`src/rtl/pwm_pkg.sv`:
```
// Shared constants, command-byte layout and FSM encoding for the PWM configuration controller.
package pwm_pkg;

   localparam int unsigned ADDR_W    = 4;
   localparam int unsigned BYTE_W    = 8;
   localparam int unsigned CMD_WRITE = 7;

   localparam logic [ADDR_W-1:0] ADDR_ENABLE = 4'hC;
   localparam logic [ADDR_W-1:0] ADDR_COMMIT = 4'hD;
   localparam logic [ADDR_W-1:0] ADDR_STATUS = 4'hE;
   localparam logic [ADDR_W-1:0] ADDR_ID     = 4'hF;

   localparam logic [2:0] ST_IDLE = 3'd0;
   localparam logic [2:0] ST_CMD  = 3'd1;
   localparam logic [2:0] ST_WR   = 3'd2;
   localparam logic [2:0] ST_RD   = 3'd3;
   localparam logic [2:0] ST_DROP = 3'd4;

   typedef struct packed {
      logic              wr;
      logic [2:0]        rsvd;
      logic [ADDR_W-1:0] addr;
   } cmd_t;

   // Duty registers occupy 0..nch-1; 0xC..0xF are the fixed control registers.
   function automatic logic addr_valid(input logic [ADDR_W-1:0] addr, input int unsigned nch);
      return (32'(addr) < nch) || (addr >= ADDR_ENABLE);
   endfunction

endpackage

```
`src/rtl/pwm_shadow_bank.sv`:
```
// Shadow/active duty and enable registers; shadow is copied to active on a period boundary.
module pwm_shadow_bank
   import pwm_pkg::*;
#(
   parameter int unsigned NCH = 4,
   parameter int unsigned DW  = 8
) (
   input  logic              clk,
   input  logic              rst,
   input  logic              wr_en,
   input  logic [ADDR_W-1:0] wr_addr,
   input  logic [DW-1:0]     wr_data,
   input  logic              commit_req,
   input  logic              period_end,
   output logic [NCH*DW-1:0] duty_sh,
   output logic [NCH-1:0]    enable_sh,
   output logic [NCH*DW-1:0] duty,
   output logic [NCH-1:0]    enable,
   output logic              commit_pend
);

   always_ff @(posedge clk or posedge rst) begin
      if (rst) begin
         duty_sh     <= '0;
         enable_sh   <= '0;
         duty        <= '0;
         enable      <= '0;
         commit_pend <= 1'b0;
      end else begin
         // Active samples the pre-edge shadow, so a coincident write lands in the next period.
         if (period_end && commit_pend) begin
            duty   <= duty_sh;
            enable <= enable_sh;
         end
         // A request arriving on the commit cycle itself waits for the next boundary.
         commit_pend <= commit_req | (commit_pend & ~period_end);
         if (wr_en) begin
            for (int n = 0; n < int'(NCH); n++) begin
               if (wr_addr == ADDR_W'(n)) duty_sh[n*DW +: DW] <= wr_data;
            end
            if (wr_addr == ADDR_ENABLE) enable_sh <= NCH'(wr_data);
         end
      end
   end

endmodule

```
`src/rtl/pwm_cfg_controller.sv`:
```
// SPI frame decoder for the PWM IO expander: write/read register frames, sticky error, commit control.
module pwm_cfg_controller
   import pwm_pkg::*;
#(
   parameter int unsigned NCH = 4,
   parameter int unsigned DW  = 8,
   parameter logic [7:0]  ID  = 8'hA5
) (
   input  logic              MainCLK,
   input  logic              RST,
   input  logic              cs_active,
   input  logic              rx_valid,
   input  logic [7:0]        rx_data,
   output logic              tx_load,
   output logic [7:0]        tx_data,
   input  logic              period_end,
   output logic [NCH*DW-1:0] duty_o,
   output logic [NCH-1:0]    enable_o,
   output logic              commit_pend,
   output logic              frame_err
);

   logic [2:0]        state, state_nx;
   logic [ADDR_W-1:0] addr, addr_nx;
   logic              cs_prev;
   logic              err_nx, load_nx;
   logic [7:0]        txd_nx;

   logic              wr_en_c, commit_req_c, rd_fire_c, rd_ok_c;
   logic [ADDR_W-1:0] rd_addr_c;
   logic [7:0]        rd_data_c;
   logic [NCH*DW-1:0] duty_sh;
   logic [NCH-1:0]    enable_sh;
   cmd_t              cmd_c;

   assign cmd_c = cmd_t'(rx_data);

   pwm_shadow_bank #(
      .NCH (NCH),
      .DW  (DW)
   ) u_bank (
      .clk         (MainCLK),
      .rst         (RST),
      .wr_en       (wr_en_c),
      .wr_addr     (addr),
      .wr_data     (DW'(rx_data)),
      .commit_req  (commit_req_c),
      .period_end  (period_end),
      .duty_sh     (duty_sh),
      .enable_sh   (enable_sh),
      .duty        (duty_o),
      .enable      (enable_o),
      .commit_pend (commit_pend)
   );

   // Read mux: the first read uses the command byte's address, later ones the running address.
   always_comb begin : read_mux
      rd_addr_c = (state == ST_CMD) ? cmd_c.addr : addr;
      rd_ok_c   = addr_valid(rd_addr_c, NCH);
      rd_data_c = 8'h00;
      for (int n = 0; n < int'(NCH); n++) begin
         if (rd_addr_c == ADDR_W'(n)) rd_data_c = 8'(duty_sh[n*DW +: DW]);
      end
      case (rd_addr_c)
         ADDR_ENABLE: rd_data_c = 8'(enable_sh);
         ADDR_STATUS: rd_data_c = {6'b0, commit_pend, frame_err};
         ADDR_ID:     rd_data_c = ID;
         default:     ;
      endcase
   end

   always_comb begin : next_state
      state_nx     = state;
      addr_nx      = addr;
      err_nx       = frame_err;
      load_nx      = 1'b0;
      txd_nx       = tx_data;
      wr_en_c      = 1'b0;
      commit_req_c = 1'b0;
      rd_fire_c    = 1'b0;
      if (!cs_active) begin
         state_nx = ST_IDLE;
      end else begin
         case (state)
            ST_IDLE: if (!cs_prev) state_nx = ST_CMD;
            ST_CMD: begin
               if (rx_valid) begin
                  if (cmd_c.rsvd != 3'b000 || !addr_valid(cmd_c.addr, NCH)) begin
                     err_nx   = 1'b1;
                     state_nx = ST_DROP;
                  end else if (rx_data[CMD_WRITE]) begin
                     state_nx = ST_WR;
                     addr_nx  = cmd_c.addr;
                  end else begin
                     state_nx  = ST_RD;
                     rd_fire_c = 1'b1;
                  end
               end
            end
            ST_WR: begin
               if (rx_valid) begin
                  if (!addr_valid(addr, NCH)) begin
                     err_nx   = 1'b1;
                     state_nx = ST_DROP;
                  end else begin
                     wr_en_c      = 1'b1;
                     commit_req_c = (addr == ADDR_COMMIT);
                     addr_nx      = addr + 4'd1;
                  end
               end
            end
            ST_RD:   if (rx_valid) rd_fire_c = 1'b1;
            ST_DROP: ;
            default: state_nx = ST_IDLE;
         endcase
      end
      // STATUS value is captured before its clear takes effect.
      if (rd_fire_c) begin
         load_nx = 1'b1;
         txd_nx  = rd_data_c;
         addr_nx = rd_addr_c + 4'd1;
         if (!rd_ok_c) err_nx = 1'b1;
         else if (rd_addr_c == ADDR_STATUS) err_nx = 1'b0;
      end
   end

   always_ff @(posedge MainCLK or posedge RST) begin
      if (RST) begin
         state     <= ST_IDLE;
         addr      <= '0;
         cs_prev   <= 1'b0;
         frame_err <= 1'b0;
         tx_load   <= 1'b0;
         tx_data   <= 8'h00;
      end else begin
         state     <= state_nx;
         addr      <= addr_nx;
         cs_prev   <= cs_active;
         frame_err <= err_nx;
         tx_load   <= load_nx;
         tx_data   <= txd_nx;
      end
   end

endmodule

```
`config.mk`:
```
export PLATFORM = sky130hd
export DESIGN_NAME = pwm_cfg_controller
export DESIGN_NICKNAME = d
export VERILOG_FILES = /design/src/rtl/pwm_pkg.sv /design/src/rtl/pwm_shadow_bank.sv /design/src/rtl/pwm_cfg_controller.sv
export SDC_FILE = /design/constraint.sdc
export NUM_CORES = 1
export LEC_CHECK = 0
export ABC_AREA = 1
export BUFFER_PORTS_ARGS = -buffer_cell sky130_fd_sc_hd__buf_2
export CORE_MARGIN = 2
export CORE_UTILIZATION = 26
export CTS_CLUSTER_DIAMETER = 40
export DETAILED_ROUTE_END_ITERATION = 6
export PLACE_DENSITY = 0.55
export RECOVER_POWER = 100
export SLEW_MARGIN = 10
export SYNTH_ARGS = -nofsm -noshare
export SYNTH_HDL_FRONTEND = slang
export SYNTH_SLANG_ARGS = --single-unit
```
`constraint.sdc`:
```
create_clock -name MainCLK -period 2.8 [get_ports MainCLK]
set_input_delay 0.56 -clock MainCLK [delete_from_list [all_inputs] [get_ports MainCLK]]
set_output_delay 0.56 -clock MainCLK [all_outputs]
set_load 0.05 [all_outputs]
```
Yosys cells after proc, flatten, opt, wreduce, memory -nomap -nowiden
Index checks and enable logic that the tools add are counted.
{"block": "totals", "register_bits": 91, "latchBits": 0, "ramBits": 0, "romBits": 0, "input_bits": 13, "out_inout_bits": 47, "wordCells": 116, "memories": 0}
{"block": "classes", "addsub": 2, "n_mul": 0, "div_mod_pow": 0, "order_cmp": 6, "eq_ne": 25, "n_shift": 0, "n_mux": 46, "n_bitwise": 3, "reduce_logical": 20}
{"operator": "4-bit two-way mux", "count": 8}
{"operator": "8-bit two-way mux", "count": 4}
{"operator": "3-bit != test (second input constant)", "count": 9}
{"operator": "8-bit one-hot mux with 3 select lines", "count": 1}
{"operator": "1-bit two-way mux", "count": 23}
{"operator": "4-bit == test (second input constant)", "count": 5}
{"operator": "3-bit two-way mux", "count": 6}
{"operator": "4-bit by 2-bit == test with 1-bit output (second input constant)", "count": 4}
{"operator": "4-bit greater-or-equal comparator (second input constant)", "count": 3}
{"operator": "4-bit by 3-bit less-than comparator with 1-bit output (second input constant)", "count": 3}
{"operator": "3-bit one-hot mux with 4 select lines", "count": 1}
{"operator": "2-bit AND reduction", "count": 5}
{"operator": "4-bit by 1-bit adder with 4-bit output (second input constant)", "count": 2}
{"operator": "4-bit by 1-bit == test with 1-bit output (second input constant)", "count": 2}
{"operator": "4-bit logical NOT", "count": 2}
{"operator": "4-bit one-hot mux with 2 select lines", "count": 1}
{"operator": "7-bit AND reduction", "count": 1}
{"operator": "3-bit by 2-bit == test with 1-bit output (second input constant)", "count": 2}
{"operator": "3-bit nonzero test", "count": 2}
{"operator": "5-bit AND reduction", "count": 1}
{"operator": "1-bit logical OR", "count": 4}
{"operator": "1-bit one-hot mux with 2 select lines", "count": 2}
{"operator": "3-bit by 1-bit == test with 1-bit output (second input constant)", "count": 1}
{"operator": "3-bit == test (second input constant)", "count": 1}
{"operator": "9 further kinds", "count": 9}

Logic depth before layout (Yosys ltp)
{"block": "depth", "word_depth": 11, "depth_mapped": 15}

By module
Synthesis repeated with hierarchy kept, for this count alone.
{"block": "hier_totals", "hier_cells": 572, "area_unflattened_um2": 4610.7}
{"module": "pwm_shadow_bank", "n_inst": 1, "cells_per_inst": 326, "area_per_inst_um2": 3024.2, "seq_area_each_um2": 1826.8}
{"module": "pwm_cfg_controller", "n_inst": 1, "cells_per_inst": 246, "area_per_inst_um2": 1586.5, "seq_area_each_um2": 450.4}

Least setup slack after synthesis
OpenSTA, ideal clock, no wires.
{"block": "synth_timing", "kind": "register to register", "from": "register state[2]", "to": "register tx_data[2]", "setup_time_ps": 118, "arrival_time_ps": 1891, "required_time_ps": 2682, "slack_ps": 792, "path_stages_with_launch": 15, "cell_sequence": "dfrtp_1 inv_2 nand2_1 nor2_1 nand2_1 nand2_1 inv_1 ha_1 nand2_1 clkbuf_1 o21ai_0 o21ai_0 nand3_1 nand2_1 nand2_1"}
{"block": "synth_via", "elab_chain_cells": 8}
{"item": "start, declared", "line": "pwm_cfg_controller.sv:23", "rtl": "logic [2:0] state, state_nx;"}
{"item": "start signal, assigned", "line": "pwm_cfg_controller.sv:136", "rtl": "state <= state_nx;"}
{"item": "3-bit by 1-bit == test with 1-bit output", "line": "pwm_cfg_controller.sv:58, pwm_cfg_controller.sv:84"}
{"item": "4-bit two-way mux", "line": "pwm_cfg_controller.sv:58", "rtl": "rd_addr_c = (state == ST_CMD) ? cmd_c.addr : addr;"}
{"item": "4-bit logical NOT", "line": "pwm_cfg_controller.sv:62", "rtl": "if (rd_addr_c == ADDR_W'(n)) rd_data_c = 8'(duty_sh[n*DW +: DW]);"}
{"item": "8-bit two-way mux (4 in a row)", "line": "pwm_cfg_controller.sv:62"}
{"item": "8-bit one-hot mux with 3 select lines", "line": "pwm_cfg_controller.sv:64", "rtl": "case (rd_addr_c)"}
{"item": "end signal, assigned", "line": "pwm_cfg_controller.sv:141", "rtl": "tx_data <= txd_nx;"}
{"item": "end, declared", "line": "pwm_cfg_controller.sv:15", "rtl": "output logic [7:0] tx_data,"}
Several ways; a longest one is shown, not always the timed one.
A chain may end at the register's enable or synchronous reset.

Worst setup path after layout
{"block": "layout_timing", "from": "register state[1]", "to": "register tx_data[2]"}
Same word-level chain as after synthesis.

==> reports/qor.yml <==
run_status:
  outcome: "finished, violations left"
  violations: "max-capacitance violations, max-slew violations"
grt:
  globalRouteTotalUtil: 0.136
  grt_pass1_vias: 3399
  gr-total-overflow: 0
  antenna_found_initial: 0
  pin_count_of_the_biggest_net_entering_global_routing: 48
  wire_length_of_the_first_global_routing_pass_um: 18700
logic_synthesis:
  post_synthesis_net_count: 504
  seq_area_frac_synth: 0.524
  syn_avg_cell_area_um2: 9.08
  synthesis.instances: 479
  yosysUniqueCellTypes: 29
  yosys_warnings: 0
  syn-cell-area_um2: 4350
  yosys_register_bits: 91
die:
  floorplan.die.width_um: 133
  core.rowCount: 47
  die_area_um2: 17800
  core-area_um2: 16500
  dieHeight_um: 133
  top_level_ports: 60
  start_util: 0.264
layout:
  finalInstanceArea_um2: 5030
  finalNetCount: 566
  final_util: 0.305
  area_growth_syn_to_layout_pct: 15.6
  n_diodes: 0
  fill_cells: 1777
  post_layout_nonfiller_instances: 766
  fraction_of_layout_instances_using_a_drive_strength_above_1: 0.106
sta:
  grt_setup_unrepaired: "false"
  finalCritPeriodShare: 0.879
  layout_min_cycle_time_ns: 2.46
  timing.fmax_mhz: 407
  finalHoldViolCount: 0
  worst_clock_skew_ns: 0.0127
  timing_worst_slew_pin_value_ns: 1.81
  setup_viol: 0
  final.hold.worst_slack_ns: 0.412
  final.setup.tns_ns: 0
  maxSlewHeadroom: -0.210
  finalMaxSlewViolations: 72
cts:
  clk_latency_ns: 0.36
  cts_made_buffers: 9
  cts.clk_slew.worst_paths_ns: 0.07
  post_cts_resize_count: 0
  clock_sink_count: 91
  hold_buffers: 0
  cts_max_path_buffers: 2
  cts-root-buf: "sky130_fd_sc_hd__clkbuf_16"
  cts.htree.levels: 3
  cts_post_setup_buffers_inserted: 0
  tritoncts: "built"
route:
  drt_first_iter_violations: 317
  routed_via_density: 4.45
  route.detailed.drc: 0
  drtAntennaViolNets: 0
  drt-pass1-iter-count: 4
  dr_total_vias: 3412
  routed_wire_length_per_instance_um: 15.1
  finalWirelength_um: 11600
worst_setup_path:
  startpoint_type: "flip-flop"
  end_kind: "flip-flop"
  timing.critical_path.required_ns: 3.05
  worstSetupPathType: "flip-flop to flip-flop"
  worstPathMaxFanout: 11
  arrival_ns: 2.71
place:
  gpl.final_weighted_congestion: 0.870
  post-place-cells: 750
  dpl-instance-area_um2: 4880
  io_buffer_count: 59
  place.detailed.hpwl_um: 8660
run:
  max_cap_viol_count: 2
power_and_ir_drop:
  cell_pwr_density_nw_per_um2: 716
  p_leak_nw: 2.39
  ir_worst_vdd_mv: 0.290
worst_hold_path:
  worst_hold_path_type: "primary input to flip-flop"
## cell families (layout without fill, tap and decap cells)
group | count (synthesis) | count (layout) | share of synthesized area
simple gates | 180 | 180 | 0.182
compound gates | 107 | 107 | 0.133
flops | 91 | 91 | 0.524
buf+inv | 65 | 132 | 0.0662
mux | 22 | 22 | 0.0567
fa+ha+maj | 12 | 12 | 0.0345
xor+xnor | 2 | 2 | 0.00403
## layout make-up
class / instances / area, um^2 / share of cell area
flip-flops and latches: 91 / 2280 / 0.453
multi-input cells: 323 / 1700 / 0.338
inverters: 52 / 199 / 0.0396
well taps: 220 / 275 / 0.0548
clock buffers: 9 / 225 / 0.0448
clock inverters: 7 / 78.8 / 0.0157
repair buffers: 64 / 274 / 0.0545
## critical path, cell delays in order (launching register included)
cell and delay (ns):
sky130_fd_sc_hd__dfrtp_1 0.46, sky130_fd_sc_hd__inv_1 0.16, sky130_fd_sc_hd__nand3_1 0.22, sky130_fd_sc_hd__nand2_1 0.12
sky130_fd_sc_hd__nand2_1 0.13, sky130_fd_sc_hd__inv_1 0.09, sky130_fd_sc_hd__ha_1 0.20, sky130_fd_sc_hd__nand2_1 0.23
sky130_fd_sc_hd__inv_1 0.23, sky130_fd_sc_hd__a21oi_1 0.08, sky130_fd_sc_hd__o21ai_0 0.21, sky130_fd_sc_hd__nand3_1 0.10
sky130_fd_sc_hd__nand2_1 0.07, sky130_fd_sc_hd__nand2_1 0.05
## cells in the final DEF, fill, tap and decap left out, drive strengths merged, types with 13 or more instances in the layout
cell type and instances:
clkbuf 60, nor2 17, a21oi 18, inv 52
o21ai 84, buf 13, dfrtp 91, nand3 22
nand2 138, mux2 21
## per-stage QoR
stage / power, W / setup WS, ns
after floorplan: 0.00219 / 0.792
after global placement: 0.00242 / 0.495
after detailed placement: 0.00244 / 0.430
after CTS: 0.00366 / 0.397
after global routing: 0.00382 / 0.0761
final: 0.00360 / 0.340
## final timing paths
| kind | from | cells after the start | endpoint | slack, ns |
|---|---|---|---|---|
| min reg2reg | u_bank.duty[18] | 2 | u_bank.duty[18] | 0.49 |
| min | period_end | 2 | u_bank.commit_pend | 0.41 |
| max reg2reg | state[1] | 13 | tx_data[2] | 0.34 |
| max | state[1] | 13 | tx_data[2] | 0.34 |
| min in group asynchronous | RST | 2 | u_bank.duty_sh[24] | 0.54 |
| max in group asynchronous | RST | 3 | addr[3] | 1.01 |
## synthesized netlist by cell type (all sizes together)
master	number	share of area
nand2	138	0.13
dfrtp	91	0.52
o21ai	84	0.10
inv	50	0.043
nand3	22	0.031
mux2	21	0.054
a21oi	18	0.024
nor2	17	0.018
ha	12	0.035
buf	8	0.016
clkbuf	5	0.0043
a31oi	3	0.0043
nand4	3	0.0043
clkinv	2	0.0023
o22ai	2	0.0029
xor2	2	0.0040
mux2i	1	0.0023
## power by group
| part | total [W] | switching (W) | internal (W) | leakage, nW |
|---|---|---|---|---|
| logic | 0.000892 | 0.000642 | 0.000250 | 0.992 |
| clock network | 0.00123 | 0.000594 | 0.000633 | 0.148 |
| registers | 0.00148 | 0.0000928 | 0.00139 | 1.25 |
| total | 0.00360 | 0.00133 | 0.00227 | 2.39 |
## registers in the layout (all words and copies together) (netlist names), 3 cells and up
signal / count
state: 3
tx_data: 8
addr: 4
u_bank.enable_sh: 4
u_bank.duty_sh: 32
u_bank.duty: 32
u_bank.enable: 4
## layer usage
metal  global-route usage  share of wire
met1                0.186           0.47
met2                0.209           0.46
met3               0.0270          0.052
met4               0.0609          0.020
met5                    0              0
(Power assumes the default switching activity.)
